### config.mk
export PLATFORM = sky130hd
export DESIGN_NAME = bot_batch_emitter
export DESIGN_NICKNAME = d
export VERILOG_FILES = /design/src/rtl/bot_batch_emitter_pkg.sv /design/src/rtl/bot_emitter_credit_counter.sv /design/src/rtl/bot_batch_emitter.sv
export SDC_FILE = /design/constraint.sdc
export NUM_CORES = 1
export LEC_CHECK = 0
export CAP_MARGIN = 20
export CORE_MARGIN = 2
export CORE_UTILIZATION = 41
export DETAILED_ROUTE_END_ITERATION = 7
export PLACE_DENSITY = 0.8
export SLEW_MARGIN = 15
export SYNTH_ARGS = -nofsm -noshare
export SYNTH_HDL_FRONTEND = slang
export SYNTH_HIERARCHICAL = 1
export SYNTH_SLANG_ARGS = --single-unit
### constraint.sdc
create_clock -name clk -period 3.8 [get_ports clk]
set_input_delay 0.57 -clock clk [delete_from_list [all_inputs] [get_ports clk]]
set_output_delay 0.57 -clock clk [all_outputs]
set_load 0.005 [all_outputs]
### src/rtl/bot_batch_emitter_pkg.sv
// rtl/bot_batch_emitter_pkg.sv - shared widths and state type for the bot batch emitter
package bot_batch_emitter_pkg;

    localparam int BOT_WIDTH    = 128;
    localparam int PERMUTE_W    = 6;
    localparam int BATCH_SIZE_W = 6;

    typedef enum logic {
        RUN         = 1'b0,
        CREDIT_WAIT = 1'b1
    } emitter_state_t;

endpackage

### src/rtl/bot_emitter_credit_counter.sv
// rtl/bot_emitter_credit_counter.sv - outstanding-batch counter with floor saturation and full flags
module bot_emitter_credit_counter #(
    parameter int MAX_OUTSTANDING = 16,
    parameter int CREDIT_W        = 5
) (
    input  logic                clk,
    input  logic                rst_n,
    input  logic                i_inc,
    input  logic                i_dec,
    output logic [CREDIT_W-1:0] o_count,
    output logic                o_full,
    output logic                o_full_next
);

    localparam logic [CREDIT_W-1:0] MAX_C = CREDIT_W'(MAX_OUTSTANDING);

    logic [CREDIT_W-1:0] r_count;
    logic [CREDIT_W-1:0] w_next;
    logic                w_dec_eff;

    // A finish pulse with nothing in flight is ignored so the count never wraps below zero
    always_comb begin
        w_dec_eff = i_dec && (r_count != '0);
        w_next    = r_count;
        if (i_inc && !w_dec_eff) begin
            w_next = r_count + 1'b1;
        end else if (!i_inc && w_dec_eff) begin
            w_next = r_count - 1'b1;
        end
    end

    // Count register
    always_ff @(posedge clk or negedge rst_n) begin
        if (!rst_n) begin
            r_count <= '0;
        end else begin
            r_count <= w_next;
        end
    end

    assign o_count     = r_count;
    assign o_full      = (r_count == MAX_C);
    assign o_full_next = (w_next == MAX_C);

endmodule

### src/rtl/bot_batch_emitter.sv
// rtl/bot_batch_emitter.sv - batch-splitting, credit-limited bot source for one permutator lane (optional BOT_EMITTER_STATS_EN)
module bot_batch_emitter
    import bot_batch_emitter_pkg::*;
#(
    parameter int MAX_BATCH_SIZE  = 63,
    parameter int MAX_OUTSTANDING = 16,
    parameter int CREDIT_W        = 5
) (
    input  logic                 clk,
    input  logic                 rst_n,
    input  logic [BOT_WIDTH-1:0] inBot,
    input  logic [PERMUTE_W-1:0] inValidPermutes,
    input  logic                 inLast,
    input  logic                 inValid,
    output logic                 inReady,
    output logic [BOT_WIDTH-1:0] outBot,
    output logic [PERMUTE_W-1:0] outValidPermutes,
    output logic                 outBatchDone,
    input  logic                 slowDownInput,
    input  logic                 batchFinishedIn,
    output logic [CREDIT_W-1:0]  outstanding,
`ifdef BOT_EMITTER_STATS_EN
    output logic [31:0]          botsEmitted,
    output logic [31:0]          batchesEmitted,
    output logic [15:0]          splitCount,
`endif
    output logic                 idle
);

    localparam logic [BATCH_SIZE_W-1:0] MAX_B = BATCH_SIZE_W'(MAX_BATCH_SIZE);

    emitter_state_t            r_state;
    emitter_state_t            w_state_next;
    logic [BATCH_SIZE_W-1:0]   r_count;
    logic [BATCH_SIZE_W-1:0]   w_new_count;
    logic                      w_accept;
    logic                      w_has_bot;
    logic                      w_split;
    logic                      w_last_close;
    logic                      w_done;
    logic                      w_full;
    logic                      w_full_next;

    assign w_accept     = inValid && inReady;
    assign w_has_bot    = |inValidPermutes;
    assign w_new_count  = r_count + {{(BATCH_SIZE_W-1){1'b0}}, w_has_bot};
    assign w_split      = w_accept && w_has_bot && (w_new_count == MAX_B);
    assign w_last_close = w_accept && inLast && (w_new_count != '0);
    assign w_done       = w_split || w_last_close;

    bot_emitter_credit_counter #(
        .MAX_OUTSTANDING (MAX_OUTSTANDING),
        .CREDIT_W        (CREDIT_W)
    ) u_credit (
        .clk         (clk),
        .rst_n       (rst_n),
        .i_inc       (w_done),
        .i_dec       (batchFinishedIn),
        .o_count     (outstanding),
        .o_full      (w_full),
        .o_full_next (w_full_next)
    );

    // State register
    always_ff @(posedge clk or negedge rst_n) begin
        if (!rst_n) begin
            r_state <= RUN;
        end else begin
            r_state <= w_state_next;
        end
    end

    // Stop accepting once the closing batch fills the last credit; any finish pulse reopens
    always_comb begin
        w_state_next = r_state;
        case (r_state)
            RUN:         if (w_done && w_full_next) w_state_next = CREDIT_WAIT;
            CREDIT_WAIT: if (batchFinishedIn)       w_state_next = RUN;
            default:     w_state_next = RUN;
        endcase
    end

    // Acceptance: only in RUN, not throttled, and never while reset is held
    always_comb begin
        inReady = rst_n && (r_state == RUN) && !w_full && !slowDownInput;
    end

    // Registered lane write beat; idle cycles present a zero mask and no batch end
    always_ff @(posedge clk or negedge rst_n) begin
        if (!rst_n) begin
            outBot           <= '0;
            outValidPermutes <= '0;
            outBatchDone     <= 1'b0;
        end else begin
            if (w_accept) begin
                outBot <= inBot;
            end
            outValidPermutes <= w_accept ? inValidPermutes : '0;
            outBatchDone     <= w_done;
        end
    end

    // Bots in the open batch; cleared by whichever event closes it
    always_ff @(posedge clk or negedge rst_n) begin
        if (!rst_n) begin
            r_count <= '0;
        end else if (w_done) begin
            r_count <= '0;
        end else if (w_accept && w_has_bot) begin
            r_count <= w_new_count;
        end
    end

`ifdef BOT_EMITTER_STATS_EN
    // Wrapping activity counters
    always_ff @(posedge clk or negedge rst_n) begin
        if (!rst_n) begin
            botsEmitted    <= '0;
            batchesEmitted <= '0;
            splitCount     <= '0;
        end else begin
            if (w_accept && w_has_bot) botsEmitted    <= botsEmitted + 32'd1;
            if (w_done)                batchesEmitted <= batchesEmitted + 32'd1;
            if (w_split)               splitCount     <= splitCount + 16'd1;
        end
    end
`endif

    assign idle = (r_state == RUN) && (r_count == '0) && (outstanding == '0)
                  && (outValidPermutes == '0) && !outBatchDone;

endmodule

; ---- Word-level counts from Yosys, hierarchy flattened
; Index checks and enable logic that the tools add are counted.
[op_classes]
add_sub_neg = 3
n_eq_ne = 3
mux = 8
n_bitwise = 1
n_reduce_logical = 29
[op_table]
columns = op, count
row1 = $mux W6, 3
row2 = $logic_and A1 B1 Y1, 16
row3 = $logic_not A6 Y1, 2
row4 = $eq A5 B5 Y1 const B, 2
row5 = $mux W5, 2
row6 = $add A6 B1 Y6, 1
row7 = $eq A6 B6 Y1 const B, 1
row8 = $reduce_bool A6 Y1, 1
row9 = $reduce_or A6 Y1, 1
row10 = $add A5 B1 Y5 const B, 1
row11 = $logic_not A1 Y1, 5
row12 = $logic_not A5 Y1, 1
row13 = $reduce_bool A5 Y1, 1
row14 = $sub A5 B1 Y5 const B, 1
row15 = $mux W1, 2
row16 = $pmux W1 S2, 1
row17 = $reduce_bool A2 Y1, 1
row18 = $logic_or A1 B1 Y1, 1
row19 = $not A1 Y1, 1
[totals]
register_bits = 147

; ---- Depth between registers and ports, before layout
[depth]
ltp_word = 16
ltp_mapped = 16

; ---- Modules after synthesis
; The synthesis kept the hierarchy.
[by_module_without_submodules]
columns = module, instances, cells_per_inst, area_each_um2, seq_area_each_um2
row1 = bot_batch_emitter, 1, 621, 5585.4, 3553.4
row2 = bot_emitter_credit_counter, 1, 54, 455.4, 125.1

; ---- Worst setup path before layout
; OpenSTA, ideal clock, no wires.
[synth_timing]
path_type = input port to flip-flop
start = input inValidPermutes[0]
end = register r_state
setup_time_ps = 121
arrival_time_ps = 3973
required_time_ps = 3679
setup_slack_ps = -294
stages = 15
n_path_buf = 3
path_cell_list = or4_4 or3_1 ha_1 ha_1 nand2_1 a2111oi_0 or3_1 a32o_1 buf_6 clkbuf_1 clkbuf_1 o41ai_1 a221o_1 nor4_2 a22o_1
[synth_between]
elab_chain_cells = 13
elab_cells_between_ends = 17
classes_between = add/sub: 1 / eq/ne: 2 / mux: 4 / reduce/logical: 10
[synth_rtl]
columns = item, line_no
row1 = "start, declared", bot_batch_emitter.sv:12  ; input logic [PERMUTE_W-1:0] inValidPermutes,
row2 = $reduce_or A6 Y1 (*), bot_batch_emitter.sv:45  ; assign w_has_bot = |inValidPermutes;
row3 = $add A6 B1 Y6, bot_batch_emitter.sv:46  ; assign w_new_count = r_count + {{(BATCH_SIZE_W-1){1'b0}}, w_has_bot};
row4 = $eq A6 B6 Y1 or $reduce_bool A6 Y1 (tied branches), "bot_batch_emitter.sv:47, bot_batch_emitter.sv:48"
row5 = "$logic_and A1 B1 Y1, on equally long branches", "bot_batch_emitter.sv:47, bot_batch_emitter.sv:48"
row6 = $logic_or A1 B1 Y1 (*), bot_batch_emitter.sv:49  ; assign w_done = w_split || w_last_close;
row7 = named net w_done, bot_batch_emitter.sv:40  ; logic w_done;
row8 = $logic_not A1 Y1, bot_emitter_credit_counter.sv:27  ; end else if (!i_inc && w_dec_eff) begin
row9 = $logic_and A1 B1 Y1, bot_emitter_credit_counter.sv:27
row10 = $mux W5, bot_emitter_credit_counter.sv:27
row11 = $mux W5 (*), bot_emitter_credit_counter.sv:25  ; if (i_inc && !w_dec_eff) begin
row12 = $eq A5 B5 Y1 (*), bot_emitter_credit_counter.sv:43  ; assign o_full_next = (w_next == MAX_C);
row13 = named net w_full_next, bot_batch_emitter.sv:42  ; logic w_full_next;
row14 = $logic_and A1 B1 Y1 (*), bot_batch_emitter.sv:77  ; RUN: if (w_done && w_full_next) w_state_next = CREDIT_WAIT;
row15 = $mux W1 (*), bot_batch_emitter.sv:77
row16 = $pmux W1 S2 (*), bot_batch_emitter.sv:76  ; case (r_state)
row17 = named net w_state_next, bot_batch_emitter.sv:33  ; emitter_state_t w_state_next;
row18 = "end signal, assigned", bot_batch_emitter.sv:69  ; r_state <= w_state_next;
row19 = "end, declared", bot_batch_emitter.sv:32  ; emitter_state_t r_state;
; The timed path passes the listed nets; every way through them passes the cells marked *.
; A chain may end at the register's enable or synchronous reset.

; ---- Worst setup path after layout
[layout_timing]
start = input inValidPermutes[0]
end = register r_state
[layout_between]
elab_chain_cells = 13
elab_cells_between_ends = 17
classes_between = add/sub: 1 / eq/ne: 2 / mux: 4 / reduce/logical: 10
[layout_rtl]
columns = item, line_no
row1 = $reduce_or A6 Y1 (*), bot_batch_emitter.sv:45
row2 = $add A6 B1 Y6, bot_batch_emitter.sv:46
row3 = $eq A6 B6 Y1 or $reduce_bool A6 Y1 (tied branches), "bot_batch_emitter.sv:47, bot_batch_emitter.sv:48"
row4 = "$logic_and A1 B1 Y1, on equally long branches", "bot_batch_emitter.sv:47, bot_batch_emitter.sv:48"
row5 = $logic_or A1 B1 Y1 (*), bot_batch_emitter.sv:49
row6 = $logic_not A1 Y1, bot_emitter_credit_counter.sv:27
row7 = $logic_and A1 B1 Y1, bot_emitter_credit_counter.sv:27
row8 = $mux W5, bot_emitter_credit_counter.sv:27
row9 = $mux W5 (*), bot_emitter_credit_counter.sv:25
row10 = $eq A5 B5 Y1 (*), bot_emitter_credit_counter.sv:43
row11 = named net w_full_next, bot_batch_emitter.sv:42
row12 = $logic_and A1 B1 Y1 (*), bot_batch_emitter.sv:77
row13 = $mux W1 (*), bot_batch_emitter.sv:77
row14 = $pmux W1 S2 (*), bot_batch_emitter.sv:76
row15 = named net w_state_next, bot_batch_emitter.sv:33
; Marks and branches as above.

==> run summary <==
• total global-route track usage: 0.2237
• hold slack final: 457.1 ps
• R2R Path Start: u_credit/o_count[0]
• clk buf depth: 2
• leading cell type in the layout, fill and taps excluded: sky130_fd_sc_hd__nand2_1
• total number of nets in the final design: 1,104
• final count of hold timing violations: 0
• total wire length after detailed routing: 17,600 um
• IR drop worst, VDD: 268.3 uV
• startpoint class of the critical path: input port
• reported max-cap violation count: 0
• iteration count of the initial detailed-routing pass: 5
• die width: 125.4 um
• Setup crit start: inValidPermutes[0]
• gate count after technology mapping: 675
• Post-Place Cell Area: 9091 um^2
• RSZ-0062 raised after global routing: no
• Clk Latency, worst-skew pair: 410 ps
• endpoint class of the critical path: flip-flop
• setup slack of the most critical reg-to-reg path: 370 ps
• initial antenna violation count: 0
• required time of the critical path: 4150 ps
• number of nets produced by synthesis: 819
• signed area change from the synthesized netlist to the final layout: 63.09%
• number of global-route vias before repair: 5,587
• worst min-delay path class: in -> reg
• final worst path period share: 0.9598
• remaining global-route overflow: 0
• count of synthesis-stage warnings from yosys: 6
• Initial Util: 0.4172
• post-synthesis instance area: 6041 um^2
• antenna cells: 0
• number of placement rows: 44
• detailed-route vias per instance: 4.801
• final critical delay including setup and external delays: 3647 ps
• leading cell types in the layout, fill and taps excluded: 387 x sky130_fd_sc_hd__nand2_1, 276 x sky130_fd_sc_hd__clkdlybuf4s50_1, 147 x sky130_fd_sc_hd__dfrtp_1
• Root Buffer Master: sky130_fd_sc_hd__clkbuf_16
• Floorplan Core Area: 14,480 um^2
• clock-pin slew on the worst setup and hold paths: 60 ps
• CTS tree: built
• Worst EP arrival: 3990 ps
• DRC Markers: 0
• Main synth FF type: sky130_fd_sc_hd__dfrtp_1
• design area: 9852 um^2
• Die Footprint: 15,720 um^2
• status: completed
• fmax: 274.2 MHz
• Place WS: -630.7 ps
• first-pass GRT wire length: 28,150 um
• leakage component of the power: 4.775 nW
• Routed WL per cell: 15.24 um
• Synth Register Bits: 147
• final-report max-slew violation count: 0
• Core Util, Final: 0.6804
• Via Count: 5,545
• total power divided by cell area: 507.2 nW/um^2
• number of routed nets with antenna violations: 0
• number of H-tree branching levels: 4
• proportion of synthesized chip area in sequential cells: 0.6089
• Post-synth EDFFs: 0
• relative slew slack: 0.4344
• capture instance of the worst register-to-register path: outBot[16]
• pin count of the biggest net entering global routing: 79
• endpoint of the worst setup timing path: r_state
• layout cell share with drive strength beyond 1: 0.07827
• type of the worst setup path: in -> reg
• I/O pin cnt: 282
• post-synth cell types: 43
• fraction of registers with async set or reset after synthesis: 1.000
• number of sinks on the clock net: 147
• setup ws final: 152.8 ps
• transition at the pin with the smallest max-transition slack: 848.4 ps
• highest net fanout along the worst path: 7
• count of endpoints failing setup in the final report: 0
• R2R cell count: 10
• Initial DRC Count: 390
• Avg Synthesized Cell Area: 8.949 um^2
• number of clock buffers inserted by TritonCTS: 17
• number of fill cells in the layout: 1,153
• Setup TNS Final: 0 ps
• estimated wirelength of the detail-placed design: 12,000 um
• final weighted congestion of routability-driven global placement: 0.8275
• Die Ht: 125.4 um
• skew final: 8.314 ps
• Port-buffer cells: 281
## synthesized netlist by cell type (3+ instances only)
| library cell | n | area [um^2] |
|---|---|---|
| sky130_fd_sc_hd__a211oi_1 | 3 | 22.52 |
| sky130_fd_sc_hd__a21oi_1 | 3 | 15.01 |
| sky130_fd_sc_hd__and3_1 | 9 | 56.30 |
| sky130_fd_sc_hd__buf_2 | 15 | 75.07 |
| sky130_fd_sc_hd__clkbuf_1 | 22 | 82.58 |
| sky130_fd_sc_hd__dfrtp_1 | 147 | 3679 |
| sky130_fd_sc_hd__ha_1 | 4 | 50.05 |
| sky130_fd_sc_hd__inv_1 | 5 | 18.77 |
| sky130_fd_sc_hd__mux2i_1 | 3 | 30.03 |
| sky130_fd_sc_hd__nand2_1 | 389 | 1460 |
| sky130_fd_sc_hd__nand3_1 | 6 | 30.03 |
| sky130_fd_sc_hd__nand4_1 | 5 | 31.28 |
| sky130_fd_sc_hd__nand4b_1 | 3 | 26.28 |
| sky130_fd_sc_hd__nor2_1 | 10 | 37.54 |
| sky130_fd_sc_hd__nor3_1 | 3 | 15.01 |
| sky130_fd_sc_hd__nor4_1 | 6 | 37.54 |
| sky130_fd_sc_hd__or3_1 | 4 | 25.02 |
| sky130_fd_sc_hd__xnor2_1 | 5 | 43.79 |
## stage by stage
step           cells  power (W)
2_1_floorplan    675   0.002494
3_3_place_gp    1118   0.003294
3_5_place_dp    1118   0.003324
4_1_cts         1153   0.004994
5_1_grt         1155   0.005265
6_report        1155   0.004997
## cells by family (layout without fill, tap and decap cells)
kind of cell | after synthesis | after routing | synth area share
adders and majority gates | 4 | 4 | 0.008285
xor gates and xnor gates | 7 | 7 | 0.01015
muxes | 3 | 3 | 0.004971
AOI/OAI and AO/OA | 21 | 21 | 0.02962
DFF | 147 | 147 | 0.6089
buffers and inverters | 43 | 339 | 0.03107
and+or+nand+nor | 450 | 450 | 0.3070
## registers in the layout, summed over array words and instances, names as in the netlist
name,count
r_count,6
u_credit/o_count,5
outValidPermutes,6
r_state,1
outBot,128
outBatchDone,1
## layout make-up
class | count | area, um^2 | share of cell area
clock inverter | 12 | 133.9 | 0.01359
inverter | 5 | 18.77 | 0.001905
multi-input combinational | 485 | 2313 | 0.2348
clock buffer | 18 | 429.2 | 0.04356
sequential | 147 | 3679 | 0.3734
timing repair buffer | 304 | 3048 | 0.3094
tap | 184 | 230.2 | 0.02337
## worst min-delay path by stage
stage,startpoint,endpoint,slack (ps),depth (start not counted)
after global placement,rst_n,outBot[95],350,1
after CTS,rst_n,outBot[92],480,2
after global routing,inValidPermutes[1],outValidPermutes[1],450,2
final,inValidPermutes[1],outValidPermutes[1],460,2
after detailed placement,rst_n,outBot[92],350,1
after floorplan,rst_n,outBatchDone,270,0
## worst max-delay path: stages
cell and delay (ps):
sky130_fd_sc_hd__dlymetal6s2s_1 130, sky130_fd_sc_hd__or4_4 530, sky130_fd_sc_hd__or3_4 430, sky130_fd_sc_hd__ha_4 200
sky130_fd_sc_hd__ha_4 190, sky130_fd_sc_hd__nand2_4 70, sky130_fd_sc_hd__a2111oi_2 60, sky130_fd_sc_hd__or3_1 390
sky130_fd_sc_hd__a32o_4 330, sky130_fd_sc_hd__xor2_2 160, sky130_fd_sc_hd__a21o_1 180, sky130_fd_sc_hd__a221o_1 350
sky130_fd_sc_hd__nor4_2 250, sky130_fd_sc_hd__a22o_1 160
## metal layers
layer  routed length (um)  share of wire  track usage
met1                 6993           0.40       0.2702
met2                 8443           0.48       0.3632
met3                 1802           0.10      0.09029
met4                  358          0.020      0.08105
met5                    0              0            0
## power by group
| group | total (W) | internal, W | leakage, nW | switching (W) |
|---|---|---|---|---|
| sequential | 0.00205 | 0.00182 | 1.85 | 0.000234 |
| combinational | 0.00134 | 0.000813 | 2.66 | 0.000523 |
| clock | 0.00161 | 0.000962 | 0.272 | 0.000644 |
## timing repair
action / CTS / global route
gates resized for setup: 7 / 17
pin swaps: 3 / 12
endpoints found under the hold margin: 2 / 0
hold buffers: 1 / 0
endpoints found under the setup margin: 1 / 1
setup buffers: 4 / 1
Power figures use the tool's default switching activity.
